--- config.mk ---
export PLATFORM = sky130hd
export DESIGN_NAME = intra16_resgen
export DESIGN_NICKNAME = d
export VERILOG_FILES = /design/src/rtl/intra16_resgen.sv
export SDC_FILE = /design/constraint.sdc
export NUM_CORES = 2
export LEC_CHECK = 0
export ABC_AREA = 1
export CORE_AREA = 2 2 324 326
export CTS_BUF_LIST = sky130_fd_sc_hd__clkbuf_8
export DETAILED_ROUTE_END_ITERATION = 8
export DIE_AREA = 0 0 326 328
export DONT_BUFFER_PORTS = 1
export PLACE_DENSITY = 0.6
export SLEW_MARGIN = 25
export SYNTH_ARGS = -nofsm -noshare
export SYNTH_HDL_FRONTEND = slang
export SYNTH_SLANG_ARGS = --single-unit
--- constraint.sdc ---
create_clock -name clk -period 29.6 [get_ports clk]
set_input_delay 5.92 -clock clk [delete_from_list [all_inputs] [get_ports clk]]
set_output_delay 5.92 -clock clk [all_outputs]
set_load 0.05 [all_outputs]
--- src/rtl/intra16_resgen.sv ---
// 16x16 luma intra residual generator: captures neighbours, derives the DC predictor,
// then streams V/H/DC residual rows. Optional saturation: define INTRA16_RES_CLIP_EN.
module intra16_resgen #(
  parameter int PIX_W = 8
) (
  input  logic                     clk,
  input  logic                     reset,
  input  logic                     start,
  input  logic [16*PIX_W-1:0]      top_pix,
  input  logic [16*PIX_W-1:0]      left_pix,
  input  logic                     top_avail,
  input  logic                     left_avail,
  input  logic                     org_valid,
  output logic                     org_ready,
  input  logic [16*PIX_W-1:0]      org_row,
  output logic                     res_valid,
  input  logic                     res_ready,
  output logic [16*(PIX_W+1)-1:0]  vres_row,
  output logic [16*(PIX_W+1)-1:0]  hres_row,
  output logic [16*(PIX_W+1)-1:0]  dcres_row,
  output logic [3:0]               res_rownum,
  output logic                     res_last,
  output logic                     v_ok,
  output logic                     h_ok,
  output logic [PIX_W-1:0]         dc_val,
  output logic                     busy,
  output logic                     done
);

  localparam int RES_W = PIX_W + 1;
  localparam int SUM_W = PIX_W + 4;
  localparam int ALL_W = PIX_W + 5;

  typedef enum logic [2:0] {
    IDLE   = 3'd0,
    SUM    = 3'd1,
    DIV    = 3'd2,
    STREAM = 3'd3,
    DRAIN  = 3'd4
  } state_t;

  state_t                 state_r, state_nx;
  logic [16*PIX_W-1:0]    top_r, left_r;
  logic                   v_ok_r, h_ok_r;
  logic [SUM_W-1:0]       sum_t_r, sum_l_r;
  logic [SUM_W-1:0]       sum_t_s, sum_l_s;
  logic [ALL_W-1:0]       sum_all_s;
  logic [PIX_W-1:0]       dc_r, dc_calc_s;
  logic [3:0]             row_cnt_r;
  logic                   res_valid_r, res_last_r, done_r, busy_r;
  logic [3:0]             res_rownum_r;
  logic [16*RES_W-1:0]    vres_r, hres_r, dcres_r;
  logic [16*RES_W-1:0]    vres_s, hres_s, dcres_s;
  logic [PIX_W-1:0]       left_sel_s;
  logic                   org_ready_s, accept_s, consume_s;

  // Zero-extended difference, optionally saturated to the signed PIX_W range.
  function automatic logic [RES_W-1:0] resid(input logic [PIX_W-1:0] o,
                                             input logic [PIX_W-1:0] p);
    logic [RES_W-1:0] d;
    logic [RES_W-1:0] q;
    d = {1'b0, o} - {1'b0, p};
`ifdef INTRA16_RES_CLIP_EN
    if (!d[RES_W-1] && d[PIX_W-1]) begin
      q = {2'b00, {(PIX_W-1){1'b1}}};
    end else if (d[RES_W-1] && !d[PIX_W-1]) begin
      q = {2'b11, {(PIX_W-1){1'b0}}};
    end else begin
      q = d;
    end
`else
    q = d;
`endif
    return q;
  endfunction

  // Handshake qualifiers.
  always_comb begin
    org_ready_s = (state_r == STREAM) && (!res_valid_r || res_ready);
    accept_s    = org_valid && org_ready_s;
    consume_s   = res_valid_r && res_ready;
  end

  // Neighbour sums for the DC predictor.
  always_comb begin
    sum_t_s = {SUM_W{1'b0}};
    sum_l_s = {SUM_W{1'b0}};
    for (int c = 0; c < 16; c++) begin
      sum_t_s = sum_t_s + {4'b0000, top_r[c*PIX_W +: PIX_W]};
      sum_l_s = sum_l_s + {4'b0000, left_r[c*PIX_W +: PIX_W]};
    end
  end

  // Rounded DC predictor selected by neighbour availability.
  always_comb begin
    sum_all_s = {1'b0, sum_t_r} + {1'b0, sum_l_r} + {{(ALL_W-5){1'b0}}, 5'd16};
    dc_calc_s = {1'b1, {(PIX_W-1){1'b0}}};
    case ({v_ok_r, h_ok_r})
      2'b11:   dc_calc_s = PIX_W'(sum_all_s >> 3'd5);
      2'b10:   dc_calc_s = PIX_W'((sum_t_r + {{(SUM_W-4){1'b0}}, 4'd8}) >> 3'd4);
      2'b01:   dc_calc_s = PIX_W'((sum_l_r + {{(SUM_W-4){1'b0}}, 4'd8}) >> 3'd4);
      2'b00:   dc_calc_s = {1'b1, {(PIX_W-1){1'b0}}};
      default: dc_calc_s = {1'b1, {(PIX_W-1){1'b0}}};
    endcase
  end

  // Residuals for the row being offered; the left predictor is row-dependent.
  always_comb begin
    vres_s     = {(16*RES_W){1'b0}};
    hres_s     = {(16*RES_W){1'b0}};
    dcres_s    = {(16*RES_W){1'b0}};
    left_sel_s = left_r[row_cnt_r*PIX_W +: PIX_W];
    for (int c = 0; c < 16; c++) begin
      vres_s[c*RES_W +: RES_W]  = resid(org_row[c*PIX_W +: PIX_W], top_r[c*PIX_W +: PIX_W]);
      hres_s[c*RES_W +: RES_W]  = resid(org_row[c*PIX_W +: PIX_W], left_sel_s);
      dcres_s[c*RES_W +: RES_W] = resid(org_row[c*PIX_W +: PIX_W], dc_r);
    end
  end

  // Next-state logic.
  always_comb begin
    state_nx = state_r;
    case (state_r)
      IDLE: begin
        if (start) begin
          state_nx = SUM;
        end else begin
          state_nx = IDLE;
        end
      end
      SUM:    state_nx = DIV;
      DIV:    state_nx = STREAM;
      STREAM: begin
        if (accept_s && (row_cnt_r == 4'd15)) begin
          state_nx = DRAIN;
        end else begin
          state_nx = STREAM;
        end
      end
      DRAIN: begin
        if (consume_s) begin
          state_nx = IDLE;
        end else begin
          state_nx = DRAIN;
        end
      end
      default: state_nx = IDLE;
    endcase
  end

  // State register with busy/done flags.
  always_ff @(posedge clk or posedge reset) begin
    if (reset) begin
      state_r <= IDLE;
      busy_r  <= 1'b0;
      done_r  <= 1'b0;
    end else begin
      state_r <= state_nx;
      busy_r  <= (state_nx != IDLE);
      done_r  <= (state_r == DRAIN) && consume_s;
    end
  end

  // Neighbour capture, sums and DC predictor.
  always_ff @(posedge clk or posedge reset) begin
    if (reset) begin
      top_r   <= {(16*PIX_W){1'b0}};
      left_r  <= {(16*PIX_W){1'b0}};
      v_ok_r  <= 1'b0;
      h_ok_r  <= 1'b0;
      sum_t_r <= {SUM_W{1'b0}};
      sum_l_r <= {SUM_W{1'b0}};
      dc_r    <= {PIX_W{1'b0}};
    end else begin
      if ((state_r == IDLE) && start) begin
        top_r  <= top_pix;
        left_r <= left_pix;
        v_ok_r <= top_avail;
        h_ok_r <= left_avail;
      end
      if (state_r == SUM) begin
        sum_t_r <= sum_t_s;
        sum_l_r <= sum_l_s;
      end
      if (state_r == DIV) begin
        dc_r <= dc_calc_s;
      end
    end
  end

  // Residual output stage: load on accept, hold under backpressure, drop when drained.
  always_ff @(posedge clk or posedge reset) begin
    if (reset) begin
      row_cnt_r    <= 4'd0;
      res_valid_r  <= 1'b0;
      res_last_r   <= 1'b0;
      res_rownum_r <= 4'd0;
      vres_r       <= {(16*RES_W){1'b0}};
      hres_r       <= {(16*RES_W){1'b0}};
      dcres_r      <= {(16*RES_W){1'b0}};
    end else begin
      if ((state_r == IDLE) && start) begin
        row_cnt_r <= 4'd0;
      end else if (accept_s) begin
        row_cnt_r <= row_cnt_r + 4'd1;
      end
      if (accept_s) begin
        res_valid_r  <= 1'b1;
        res_rownum_r <= row_cnt_r;
        res_last_r   <= (row_cnt_r == 4'd15);
        vres_r       <= vres_s;
        hres_r       <= hres_s;
        dcres_r      <= dcres_s;
      end else if (consume_s) begin
        res_valid_r <= 1'b0;
        res_last_r  <= 1'b0;
      end
    end
  end

  assign org_ready  = org_ready_s;
  assign res_valid  = res_valid_r;
  assign vres_row   = vres_r;
  assign hres_row   = hres_r;
  assign dcres_row  = dcres_r;
  assign res_rownum = res_rownum_r;
  assign res_last   = res_last_r;
  assign v_ok       = v_ok_r;
  assign h_ok       = h_ok_r;
  assign dc_val     = dc_r;
  assign busy       = busy_r;
  assign done       = done_r;

endmodule

==> flow_metrics.env <==
export IMPL_clockBufferDepth=3
export IMPL_synth_top_cell_area_share_pct=37.12
export IMPL_endpoint_kind="output pin"
export IMPL_syn_inst=5932
export IMPL_hold_path_class="reg -> reg"
export IMPL_drive_gt1_share_pct=4.501
export IMPL_drc=0
export IMPL_cp_arrival_ps=6290
export IMPL_grt_util_all_layers_pct=32.24
export IMPL_hpwl_mm=131.6
export IMPL_fp_dieH_um=328
export IMPL_synth_common_cells="nand2_1, inv_1, dfrtp_1"
export IMPL_fillers=9934
export IMPL_ys_seq_area_share_pct=37.12
export IMPL_critPathKind="in -> out"
export IMPL_rows=118
export IMPL_grt_max_degree=197
export IMPL_fp_dieW_um=326
export IMPL_area_growth_pct=8.173
export IMPL_synth_flop_cell="dfrtp_1"
export IMPL_post_route_period_util_pct=41.26
export IMPL_port_buffers=0
export IMPL_ant_nets=0
export IMPL_rsz0062_at_grt="false"
export IMPL_htreeDepth=4
export IMPL_tritoncts="yes"
export IMPL_wirelength_mm=174.6
export IMPL_cp_startpoint="res_ready"
export IMPL_dieArea_mm2=0.1069
export IMPL_synth_area_mm2=0.04968
export IMPL_ioPinCount=842
export IMPL_gr_total_overflow=0
export IMPL_place_ws_ps=17380
export IMPL_viasPerCell=5.398
export IMPL_r2r_slack_ps=23930
export IMPL_clk_pin_slew_ps=50
export IMPL_synth_distinct_cells=41
export IMPL_synth_top_area_cell="dfrtp_1"
export IMPL_core_area_mm2=0.1032
export IMPL_grt_first_pass_wirelength_mm=253.3
export IMPL_ys_seq_elements=737
export IMPL_gp_congestion=0.9430
export IMPL_num_vias=40080
export IMPL_syn_num_nets=7039
export IMPL_hold_viol_final=0
export IMPL_synth_area_per_cell_um2=8.375
export IMPL_synth_edf_count=0
export IMPL_worstMarginPinSlew_ps=1134
export IMPL_grt_pass1_vias=38250
export IMPL_wl_per_cell_um=23.52
export IMPL_firstDrtPassIters=6
export IMPL_tns_ps=0
export IMPL_drtIter0Drc=3286
export IMPL_crit_required_ps=23680
export IMPL_min_from="sum_t_r[0]"
export IMPL_initial_core_util_pct=48.14
export IMPL_run_status="finished clean"
export IMPL_worst_slack_ps=17390
export IMPL_synth_area_leaders="dfrtp_1, nand2_1, ha_1, fa_1, inv_1"
export IMPL_ctsResizeCount=0
export IMPL_setup_viol=0
export IMPL_clockRootBuffer="clkbuf_8"
export IMPL_nets=7026
export IMPL_holdBufCountCts=0
export IMPL_rr_startpoint="top_r[34]"
export IMPL_cts_sinks=737
export IMPL_post_cts_buffers=0
export IMPL_clkLatencyLatePin_ps=830
export IMPL_yosys_warnings=0
export IMPL_period_needed_ps=12210
export IMPL_critPathLaunchType="input pin"
export IMPL_clock_skew_ps=37.43
export IMPL_numCtsBuffers=139
export IMPL_crit_fanout=2
export IMPL_max_freq_ghz=0.08187
export IMPL_antenna_found_initial=29
export IMPL_yosysMostFrequentCell="nand2_1"
export IMPL_async_reset_ff_share_pct=100.0
export IMPL_whs_ps=485.0
export IMPL_slew_headroom_pct=24.38
export IMPL_slew_viol_final=0
export IMPL_maxCapViolations=0
metal layers:
layer | up-vias | share of wire, % | global-route usage, %
li1 | 19060 | - | -
met3 | 373 | 7.8 | 8.013
met2 | 1455 | 47 | 52.46
met5 | - | 0.040 | 0
met1 | 19180 | 41 | 40.76
met4 | 10 | 4.5 | 14.25
layout make-up:
cell class	count	area (µm²)	area share, %
multi-input combinational	4211	27250	50.71
clock buffer	179	2464	4.584
tap	1380	1727	3.213
sequential	737	18450	34.33
timing repair buffer	32	297.8	0.5541
clock inverter	64	471.7	0.8777
inverter	798	3018	5.616
antenna	24	60.06	0.1118
final timing paths:
| kind | depth (start not counted) | endpoint |
|---|---|---|
| worst max-delay path | 3 | org_ready |
| worst min-delay path | 2 | sum_t_r[0] |
| worst max register to register | 19 | sum_t_r[8] |
| worst min register to register | 2 | sum_t_r[0] |
| max in group asynchronous | 5 | dc_val[1] |
| min in group asynchronous | 1 | dcres_row[41] |
registers in the layout (all words and copies together), names as in the netlist:
name	flops
h_ok	1
sum_l_r	12
sum_t_r	12
hres_row	144
v_ok	1
left_r	128
dc_val	8
res_last	1
row_cnt_r	4
res_rownum	4
done	1
vres_row	144
dcres_row	144
res_valid	1
state_r	3
busy	1
top_r	128
worst max-delay path, stage by stage:
cell and delay (ps):
inv_1 20, nand2_1 70, and2_4 280
cells by family after synthesis:
family / Yosys count / synth area share [%]
simple gates: 2254 / 18.54
compound gates: 1038 / 10.66
buf+inv: 984 / 8.082
flops: 737 / 37.12
fa+ha+maj: 716 / 22.02
xor+xnor: 203 / 3.579
stage by stage:
stage | cell area [µm²] | cells | utilization [%]
5_1_grt | 53730 | 7421 | 52.06
3_3_place_gp | 50710 | 7157 | 49.14
2_1_floorplan | 49680 | 5932 | -
6_report | 53740 | 7425 | 52.07
4_1_cts | 53670 | 7401 | 52.01
3_5_place_dp | 50740 | 7158 | 49.16
cell usage in the layout (no fill, tap or decap), types with 26 or more instances in the layout:
cell,synthesis,routed
nand2_1,1661,1659
inv_1,794,815
dfrtp_1,737,734
ha_1,452,452
o21ai_0,431,431
a21oi_1,301,301
o21ai_1,269,269
fa_1,264,264
nor2_1,223,223
nand3_1,202,201
clkbuf_8,0,179
xor2_1,150,150
nand4_1,58,58
nand3b_1,54,54
xnor2_1,53,53
or2_1,30,30
buf_4,9,26
Power is not shown: default switching activity piles up to over one toggle a cycle in this logic, so the estimate is an artifact.
